`config.mk`:
```
export PLATFORM = sky130hd
export DESIGN_NAME = sync_fifo
export DESIGN_NICKNAME = d
export VERILOG_FILES = /design/src/rtl/sync_fifo.sv
export SDC_FILE = /design/constraint.sdc
export NUM_CORES = 1
export LEC_CHECK = 0
export CELL_PAD_IN_SITES_DETAIL_PLACEMENT = 0
export CELL_PAD_IN_SITES_GLOBAL_PLACEMENT = 1
export CORE_MARGIN = 2
export CORE_UTILIZATION = 30
export CTS_CLUSTER_DIAMETER = 40
export DETAILED_ROUTE_END_ITERATION = 8
export PLACE_DENSITY_LB_ADDON = 0.05
export SLEW_MARGIN = 10
export SYNTH_ARGS = -nofsm -noshare
export SYNTH_HDL_FRONTEND = slang
export SYNTH_SLANG_ARGS = --single-unit
```
`constraint.sdc`:
```
create_clock -name i_clk -period 2.7 [get_ports i_clk]
set_input_delay 0.81 -clock i_clk [delete_from_list [all_inputs] [get_ports i_clk]]
set_output_delay 0.81 -clock i_clk [all_outputs]
set_load 0.005 [all_outputs]
```
`src/rtl/sync_fifo.sv`:
```
// Small single-clock FIFO holding golden signatures. Flush empties it in
// one cycle; pop on empty and push on full are ignored.
module sync_fifo #(
    parameter int WIDTH = 54,
    parameter int DEPTH = 4
) (
    input  logic             i_clk,
    input  logic             i_rst,
    input  logic             i_flush,
    input  logic             i_push,
    input  logic [WIDTH-1:0] i_data,
    input  logic             i_pop,
    output logic [WIDTH-1:0] o_data,
    output logic             o_full,
    output logic             o_empty
);

    localparam int AW = (DEPTH > 1) ? $clog2(DEPTH) : 1;

    logic [WIDTH-1:0] mem [DEPTH];
    logic [AW-1:0]    wr_ptr;
    logic [AW-1:0]    rd_ptr;
    logic [AW:0]      count;
    logic             do_push;
    logic             do_pop;

    assign do_push = i_push && !o_full;
    assign do_pop  = i_pop && !o_empty;
    assign o_full  = (count == (AW+1)'(DEPTH));
    assign o_empty = (count == '0);
    assign o_data  = mem[rd_ptr];

    always_ff @(posedge i_clk) begin
        if (do_push && !i_flush) begin
            mem[wr_ptr] <= i_data;
        end
    end

    // Pointers wrap naturally because DEPTH is a power of two.
    always_ff @(posedge i_clk or posedge i_rst) begin
        if (i_rst) begin
            wr_ptr <= '0;
            rd_ptr <= '0;
            count  <= '0;
        end else if (i_flush) begin
            wr_ptr <= '0;
            rd_ptr <= '0;
            count  <= '0;
        end else begin
            if (do_push) begin
                wr_ptr <= wr_ptr + AW'(1);
            end
            if (do_pop) begin
                rd_ptr <= rd_ptr + AW'(1);
            end
            case ({do_push, do_pop})
                2'b10:   count <= count + (AW+1)'(1);
                2'b01:   count <= count - (AW+1)'(1);
                default: count <= count;
            endcase
        end
    end

endmodule

```
; ---- Word-level counts from Yosys, hierarchy flattened
; Memory sizes are Yosys's and may differ from the RTL's.
; Cells that the tools add are included.
[classes]
eq_ne = 3
reduce_logical = 10
mux = 8
n_addsub = 4
[ops]
columns = operator, count
row1 = $mux W2, 4
row2 = $pmux W3 S2, 1
row3 = $add A2 B1 Y2 const B, 2
row4 = $reduce_bool A2 Y1, 2
row5 = $add A3 B1 Y3 const B, 1
row6 = $eq A3 B3 Y1 const B, 1
row7 = $logic_and A1 B1 Y1, 3
row8 = $logic_not A1 Y1, 3
row9 = $logic_not A3 Y1, 1
row10 = $mux W3, 1
row11 = $reduce_bool A3 Y1, 1
row12 = $sub A3 B1 Y3 const B, 1
row13 = $eq A2 B1 Y1 const B, 1
row14 = $eq A2 B2 Y1 const B, 1
row15 = $mux W1, 2
[totals]
ramBits = 216
regBits = 7
out_inout_bits = 56
in_bits = 59
n_memories = 1
[mem_list]
columns = name, words, word_bits, read_ports, rd_ports_with_merged_regs, write_ports, line_no
row1 = mem, 4, 54, 1, 0, 1, 20  ; logic [WIDTH-1:0] mem [DEPTH];

; ---- Longest topological paths before layout
; Gate-level depths: netlist of run 1.
[depth]
word_depth = 6
depth_mapped = 7

; ---- Worst setup path after synthesis of run 1
; OpenSTA, ideal clock, no wires.
[synth_path]
path_type = input-to-reg
start = input i_flush
end = memory mem[0][0] (enable)
path_slack_ns = -0.293
setup_time_ns = 0.417
n_path_buf = 1
t_required_ns = 2.283
path_stages = 3
arrival_ns = 2.576
path_cell_list = clkbuf_1 nor3_1 and2_1
[synth_between]
elab_chain_cells = 4
[synth_rtl]
columns = item, line_no
row1 = from (decl), 9  ; input logic i_flush,
row2 = $logic_not A1 Y1, 34  ; if (do_push && !i_flush) begin
row3 = $logic_and A1 B1 Y1, 34
row4 = $mux W1, 34
row5 = $mux W1 (implied by the code), 35  ; mem[wr_ptr] <= i_data;
row6 = to (decl), 20
; Every way passes these cells.

; ---- Worst setup path after layout of run 1
[layout_path]
start = register rd_ptr[0]
end = output o_data[13]
[layout_between]
elab_chain_cells = 1
[layout_rtl]
columns = item, line_no
row1 = from (decl), 22  ; logic [AW-1:0] rd_ptr;
row2 = from (signal assigned), 54  ; rd_ptr <= rd_ptr + AW'(1);
row3 = $mem_v2 Z4 W54, --
row4 = to (decl), 13  ; output logic [WIDTH-1:0] o_data,
; Every way passes these cells.

==> results of run 1 <==
==> worst max-delay path: cells and delay by family (launching register included) <==
| family | cells | cell delay [ns] |
|---|---|---|
| DFF | 1 | 0.50 |
| buffers and inverters | 4 | 0.57 |
| muxes | 1 | 0.44 |
==> stage by stage <==
step / utilization, % / instance area (um^2) / cells / hold slack (ns) / TNS (ns)
2_1_floorplan: - / 8370 / 347 / 0.560 / 0
3_3_place_gp: 37.5 / 10400 / 851 / 0.581 / 0
3_5_place_dp: 37.5 / 10400 / 851 / 0.611 / 0
4_1_cts: 42.5 / 11700 / 940 / 0.579 / -3.53
5_1_grt: 42.9 / 11800 / 944 / 0.596 / -4.34
6_report: 42.9 / 11800 / 944 / 0.589 / -2.09
==> worst max-delay path by stage <==
stage / startpoint / endpoint / depth (start not counted)
after floorplan: i_flush / mem[0][0]$_DFFE_PP_ / 3
after global placement: i_push / mem[0][9]$_DFFE_PP_ / 6
after detailed placement: i_push / mem[0][9]$_DFFE_PP_ / 6
after CTS: rd_ptr[0]$_DFFE_PP0P_ / o_data[32] / 6
after global routing: rd_ptr[0]$_DFFE_PP0P_ / o_data[13] / 5
final: rd_ptr[0]$_DFFE_PP0P_ / o_data[13] / 5
==> final cells by class <==
type | count | area, um^2
Inverter | 6 | 22.5
Fill cell | 2478 | 15800
Timing Repair Buffer | 173 | 1910
Clock inverter | 20 | 238
Clock buffer | 43 | 948
Multi-Input combinational cell | 101 | 1580
Sequential cell | 223 | 6670
Tap cell | 378 | 473
==> metal layers <==
metal  vias up  GRT usage, %  wire, um
met3        35          3.08       786
met2        94          21.5      9250
met4         0          4.38       373
li1       1869             -         -
met1      2133          16.7      8030
met5         -             0         0
==> kinds of logic (layout without fill, tap and decap cells) <==
family	after synthesis	in the layout	share of synthesized area, %
DFF	223	223	79.7
adders and majority gates	5	5	0.838
xor gates and xnor gates	3	3	0.314
AOI/OAI and AO/OA	17	17	1.35
and+or+nand+nor	22	22	1.63
muxes	54	54	14.5
buffers and inverters	23	242	1.68
==> layout by cell type (no fill, tap or decap), types with 3 or more instances in the layout <==
cell / instances
edfxtp_1: 216
clkdlybuf4s50_1: 59
mux4_2: 54
buf_2: 39
clkbuf_16: 37
buf_12: 29
buf_6: 27
buf_4: 12
inv_1: 6
clkbuf_1: 6
clkinv_2: 5
bufinv_16: 5
nor2_1: 4
a21oi_1: 4
and2_4: 4
ha_1: 4
clkinv_1: 4
clkinvlp_4: 4
buf_16: 4
o21ai_0: 3
dfrtp_1: 3
==> power by group through the flow <==
stage          Sequential, mW  Clock (mW)  Combinational, mW
2_1_floorplan            4.07           0              0.900
3_3_place_gp             4.13           0               1.82
3_5_place_dp             4.13           0               1.82
4_1_cts                  4.03        4.58               2.16
5_1_grt                  4.04        4.73               2.38
6_report                 4.03        4.45               2.19
==> sequential cells by signal, summed over array words and instances (netlist names) <==
register  count
count         3
mem         216
rd_ptr        2
wr_ptr        2
==> what timing repair did <==
| action | CTS | global route |
|---|---|---|
| buffers inserted | 23 | 5 |
| setup endpoints to repair | 56 | 48 |
| hold endpoints to repair | 0 | 0 |
| gates cloned | 4 | 0 |
| gates resized for setup | 239 | 18 |
==> flow_metrics.env, run 1 <==
export IMPL_status="finished, violations left"
export IMPL_violations="negative setup slack"
export IMPL_yosys_warnings=0
export IMPL_power_mw=10.7
export IMPL_drc=0
export IMPL_die_width_um=171
export IMPL_worst_slack_ns=-0.113
export IMPL_synth_ff_type="edfxtp_1"
export IMPL_grt_setup_unrepaired="true"
export IMPL_reg2reg_to="count[1]$_DFFE_PP0P_"
export IMPL_leakage_nw=3.96
export IMPL_critPathSlowestCell="dfrtp_4"
export IMPL_wire_per_inst_um=19.5
export IMPL_antenna_cells=0
export IMPL_required_ns=1.89
export IMPL_routed_via_count=4131
export IMPL_place_ws_ns=0.0371
export IMPL_worstMarginPinSlew_ns=0.424
export IMPL_clk_latency_ns=0.49
export IMPL_first_pass_iters=4
export IMPL_rows=61
export IMPL_seqPwrFrac_pct=37.8
export IMPL_grt_max_degree=21
export IMPL_cp_arrival_ns=2.00
export IMPL_portBuffers=114
export IMPL_p_comb_share_pct=20.6
export IMPL_drt_vias_per_instance=4.38
export IMPL_hold_class="input port to async pin"
export IMPL_cts_tree="built"
export IMPL_cts_buffers=37
export IMPL_cp_cell_sequence="buf_12, buf_8, buf_12, mux4_2, buf_2"
export IMPL_reg2regPathDepth=6
export IMPL_dp_hpwl_um=11300
export IMPL_p_per_area_mw_per_mm2=901
export IMPL_max_freq_mhz=356
export IMPL_skew_ns=0.0146
export IMPL_relSlewSlack_pct=71.5
export IMPL_setup_violations_final=31
export IMPL_post_route_period_util_pct=104
export IMPL_drv_cap=0
export IMPL_p_int_mw=8.31
export IMPL_globalplace_congestion=0.675
export IMPL_async_flop_share_pct=3.14
export IMPL_grt_pass1_wl_um=27900
export IMPL_p_sw_mw=2.36
export IMPL_synth_area_mm2=0.00836
export IMPL_cp_max_fo=7
export IMPL_cts_hold_buffers=0
export IMPL_grt_overflow=0
export IMPL_synth_top_cell_area_share_pct=77.6
export IMPL_synth_seq_cells=223
export IMPL_core_area_mm2=0.0276
export IMPL_fin_crit_ns=2.81
export IMPL_power_switching_share_pct=22.1
export IMPL_critPathLaunchType="register"
export IMPL_grt_pass1_vias=4655
export IMPL_yosys_area_top_type="edfxtp_1"
export IMPL_layout_nets=606
export IMPL_yosys_cell_count_top_type="edfxtp_1"
export IMPL_wl_um=18400
export IMPL_ant_nets=0
export IMPL_r2r_setup_slack_ns=0.63
export IMPL_start_util_pct=30.3
export IMPL_slew_violations=0
export IMPL_peakVddDrop_mv=0.419
export IMPL_cts_htree_levels=2
export IMPL_synthToLayoutAreaGrowth_pct=41.6
export IMPL_antenna_found_initial=0
export IMPL_track_usage_pct=13.0
export IMPL_cp_end_kind="primary output"
export IMPL_path_clk_slew_ns=0.04
export IMPL_drtIter0Drc=211
export IMPL_die_area_mm2=0.0292
export IMPL_ys_types=35
export IMPL_r2r_start="count[1]$_DFFE_PP0P_"
export IMPL_synth_edf_count=216
export IMPL_netlist_instances=347
export IMPL_clockBufferDepth=3
export IMPL_cp_common_cell="buf_12"
export IMPL_synth_seq_area_share_pct=79.7
export IMPL_yosys_top_cells_area="edfxtp_1 (78%), mux4_2 (15%), dfrtp_1 (2.1%)"
export IMPL_pwr_share_clk_pct=41.7
export IMPL_slowest_delay_ns=0.50
export IMPL_die_h_um=171
export IMPL_syn_avg_cell_area_um2=24.1
export IMPL_synth_nets=411
export IMPL_pin_count=115
export IMPL_clkSinkCount=223
export IMPL_root_buffer="clkbuf_16"
export IMPL_ys_top_cells_by_count="edfxtp_1 (216), mux4_2 (54), buf_2 (10)"
export IMPL_crit_type="register to primary output"
export IMPL_drive_gt1_share_pct=41.0
export IMPL_hold_viol=0
Note: power is estimated with default switching activity, not from simulation.
==> run 2: changes to the inputs <==
--- a/config.mk
+++ b/config.mk
@@ -11,6 +11,7 @@
 export CORE_UTILIZATION = 30
 export CTS_CLUSTER_DIAMETER = 40
 export DETAILED_ROUTE_END_ITERATION = 8
+export GPL_TIMING_DRIVEN = 0
 export PLACE_DENSITY_LB_ADDON = 0.05
 export SLEW_MARGIN = 10
 export SYNTH_ARGS = -nofsm -noshare
==> run 2 against run 1 <==
  * The run still ends with negative setup slack left
  * Routed wire length is 0.93% lower
  * Utilization is 1.0 points lower
  * Sequential cell count stayed put
  * Setup slack worse by 0.0049 ns
  * Non-clock buffer count is 10 lower
  * Final cell count is 0.53% lower
  * Global-route usage is 0.23 points lower
  * Hold slack worse by 0.031 ns
  * Count of clock-buffer cells in the layout is 1 higher
  * Die area stayed put
  * Via count hardly changed
  * Power is 1.8% lower
  * Highest routed layer unchanged
==> flow_metrics.env, run 2 (synthesis results as in run 1) <==
export IMPL_status="finished, violations left"
export IMPL_violations="negative setup slack"
export IMPL_die_area_mm2=0.0292
export IMPL_cp_end_kind="primary output"
export IMPL_slew_violations=0
export IMPL_critPathSlowestCell="mux4_2"
export IMPL_setup_violations_final=42
export IMPL_critPathLaunchType="register"
export IMPL_clkSinkCount=223
export IMPL_cp_cell_sequence="buf_12, buf_12, buf_12, buf_6, mux4_2, buf_6"
export IMPL_worst_slack_ns=-0.117
export IMPL_antenna_cells=0
export IMPL_r2r_setup_slack_ns=0.48
export IMPL_drc=0
export IMPL_cts_buffers=37
export IMPL_layout_common_cells="edfxtp_1 (216), clkdlybuf4s50_1 (58), mux4_2 (54)"
export IMPL_start_util_pct=30.3
export IMPL_hold_class="input port to async pin"
export IMPL_reg2reg_to="mem[0][36]$_DFFE_PP_"
export IMPL_root_buffer="clkbuf_16"
export IMPL_largest_reg_flops=216
export IMPL_die_h_um=171
export IMPL_grt_setup_unrepaired="true"
export IMPL_cts_htree_levels=2
export IMPL_holdWs_ns=0.558
export IMPL_fin_crit_ns=2.82
export IMPL_skew_ns=0.0170
export IMPL_top_register="mem"
export IMPL_cts_hold_buffers=0
export IMPL_leakage_nw=3.87
export IMPL_drt_vias_per_instance=4.40
export IMPL_cp_max_fo=7
export IMPL_reg2regPathDepth=6
export IMPL_path_clk_slew_ns=0.05
export IMPL_slowest_delay_ns=0.50
export IMPL_cp_common_cell="buf_12"
export IMPL_grt_pass1_vias=4614
export IMPL_worstMarginPinSlew_ns=0.446
export IMPL_final_common_cell="edfxtp_1"
export IMPL_core_area_mm2=0.0276
export IMPL_track_usage_pct=12.7
export IMPL_r2r_start="count[0]$_DFFE_PP0P_"
export IMPL_fin_cells=939
export IMPL_rows=61
export IMPL_layout_nets=597
export IMPL_power_mw=10.5
export IMPL_wl_um=18300
export IMPL_drive_gt1_share_pct=40.1
export IMPL_post_route_period_util_pct=104
export IMPL_required_ns=1.89
export IMPL_synthToLayoutAreaGrowth_pct=38.2
export IMPL_peakVddDrop_mv=0.390
export IMPL_globalplace_congestion=0.657
export IMPL_drv_cap=0
export IMPL_largestRegisters="mem: 216 flops, count: 3 flops"
export IMPL_routed_via_count=4132
export IMPL_place_ws_ns=-0.452
export IMPL_ant_nets=0
export IMPL_cts_tree="built"
export IMPL_grt_max_degree=40
export IMPL_grt_pass1_wl_um=27300
export IMPL_clockBufferDepth=3
export IMPL_antenna_found_initial=0
export IMPL_crit_type="register to primary output"
export IMPL_clk_latency_ns=0.50
export IMPL_first_pass_iters=5
export IMPL_grt_overflow=0
export IMPL_relSlewSlack_pct=70.2
export IMPL_hold_viol=0
export IMPL_fin_tns_setup_ns=-2.00
export IMPL_wire_per_inst_um=19.5
export IMPL_portBuffers=113
export IMPL_max_freq_mhz=355
export IMPL_dpl_cell_count=842
export IMPL_pin_count=115
export IMPL_die_width_um=171
export IMPL_drtIter0Drc=174
export IMPL_dp_hpwl_um=10300
export IMPL_p_per_area_mw_per_mm2=907
export IMPL_cp_arrival_ns=2.01
[run 2: cell type report]
type                    instances  area [um^2]
repair buffers                147         1450
plain buffers                  16          175
well taps                     378          473
clock buffers                  44          995
inverters                       6         22.5
flip-flops and latches        223         6660
clock inverters                23          188
multi-input cells             102         1590
fillers                      2511        16100
[run 2: how the worst max path moves through the flow]
| stage | cells after the start | end | from | slack, ns |
|---|---|---|---|---|
| after floorplan | 3 | mem[0][0]$_DFFE_PP_ | i_flush | 0.29 |
| after global placement | 4 | mem[2][29]$_DFFE_PP_ | i_push | -0.99 |
| after detailed placement | 5 | mem[1][30]$_DFFE_PP_ | i_push | -0.45 |
| after CTS | 6 | o_data[22] | rd_ptr[0]$_DFFE_PP0P_ | -0.18 |
| after global routing | 6 | o_data[22] | rd_ptr[0]$_DFFE_PP0P_ | -0.19 |
| final | 6 | o_data[22] | rd_ptr[0]$_DFFE_PP0P_ | -0.12 |
[run 2: stage by stage]
step	util (%)	area (um^2)
6_report	41.8	11600
5_1_grt	41.8	11600
4_1_cts	41.8	11500
3_5_place_dp	36.5	10100
3_3_place_gp	36.1	9970
2_1_floorplan	-	8370
[run 2: timing repair]
item | in CTS | in global routing
hold endpoints to repair | 0 | 0
pin swaps | 1 | 1
gates resized for setup | 268 | 13
setup endpoints to repair | 56 | 112
gates cloned | 4 | 1
setup buffers | 25 | 5
[run 2: worst max-delay path, delay by kind of cell, from the launching register on]
kind,cells,cell delay [ns]
buf+inv,5,0.63
flops,1,0.39
mux,1,0.50
[run 2: power by group]
group / internal, mW / switching [mW] / total, mW
combinational: 1.28 / 0.809 / 2.09
clock: 2.82 / 1.54 / 4.37
sequential: 3.97 / 0.0538 / 4.02
[run 2: layer usage]
metal | vias to the layer above | global-route usage (%) | wire length (um)
met5 | - | 0 | 0
met4 | 0 | 4.24 | 374
met3 | 33 | 3.10 | 819
met2 | 99 | 22.2 | 9410
met1 | 2136 | 15.5 | 7670
li1 | 1864 | - | -
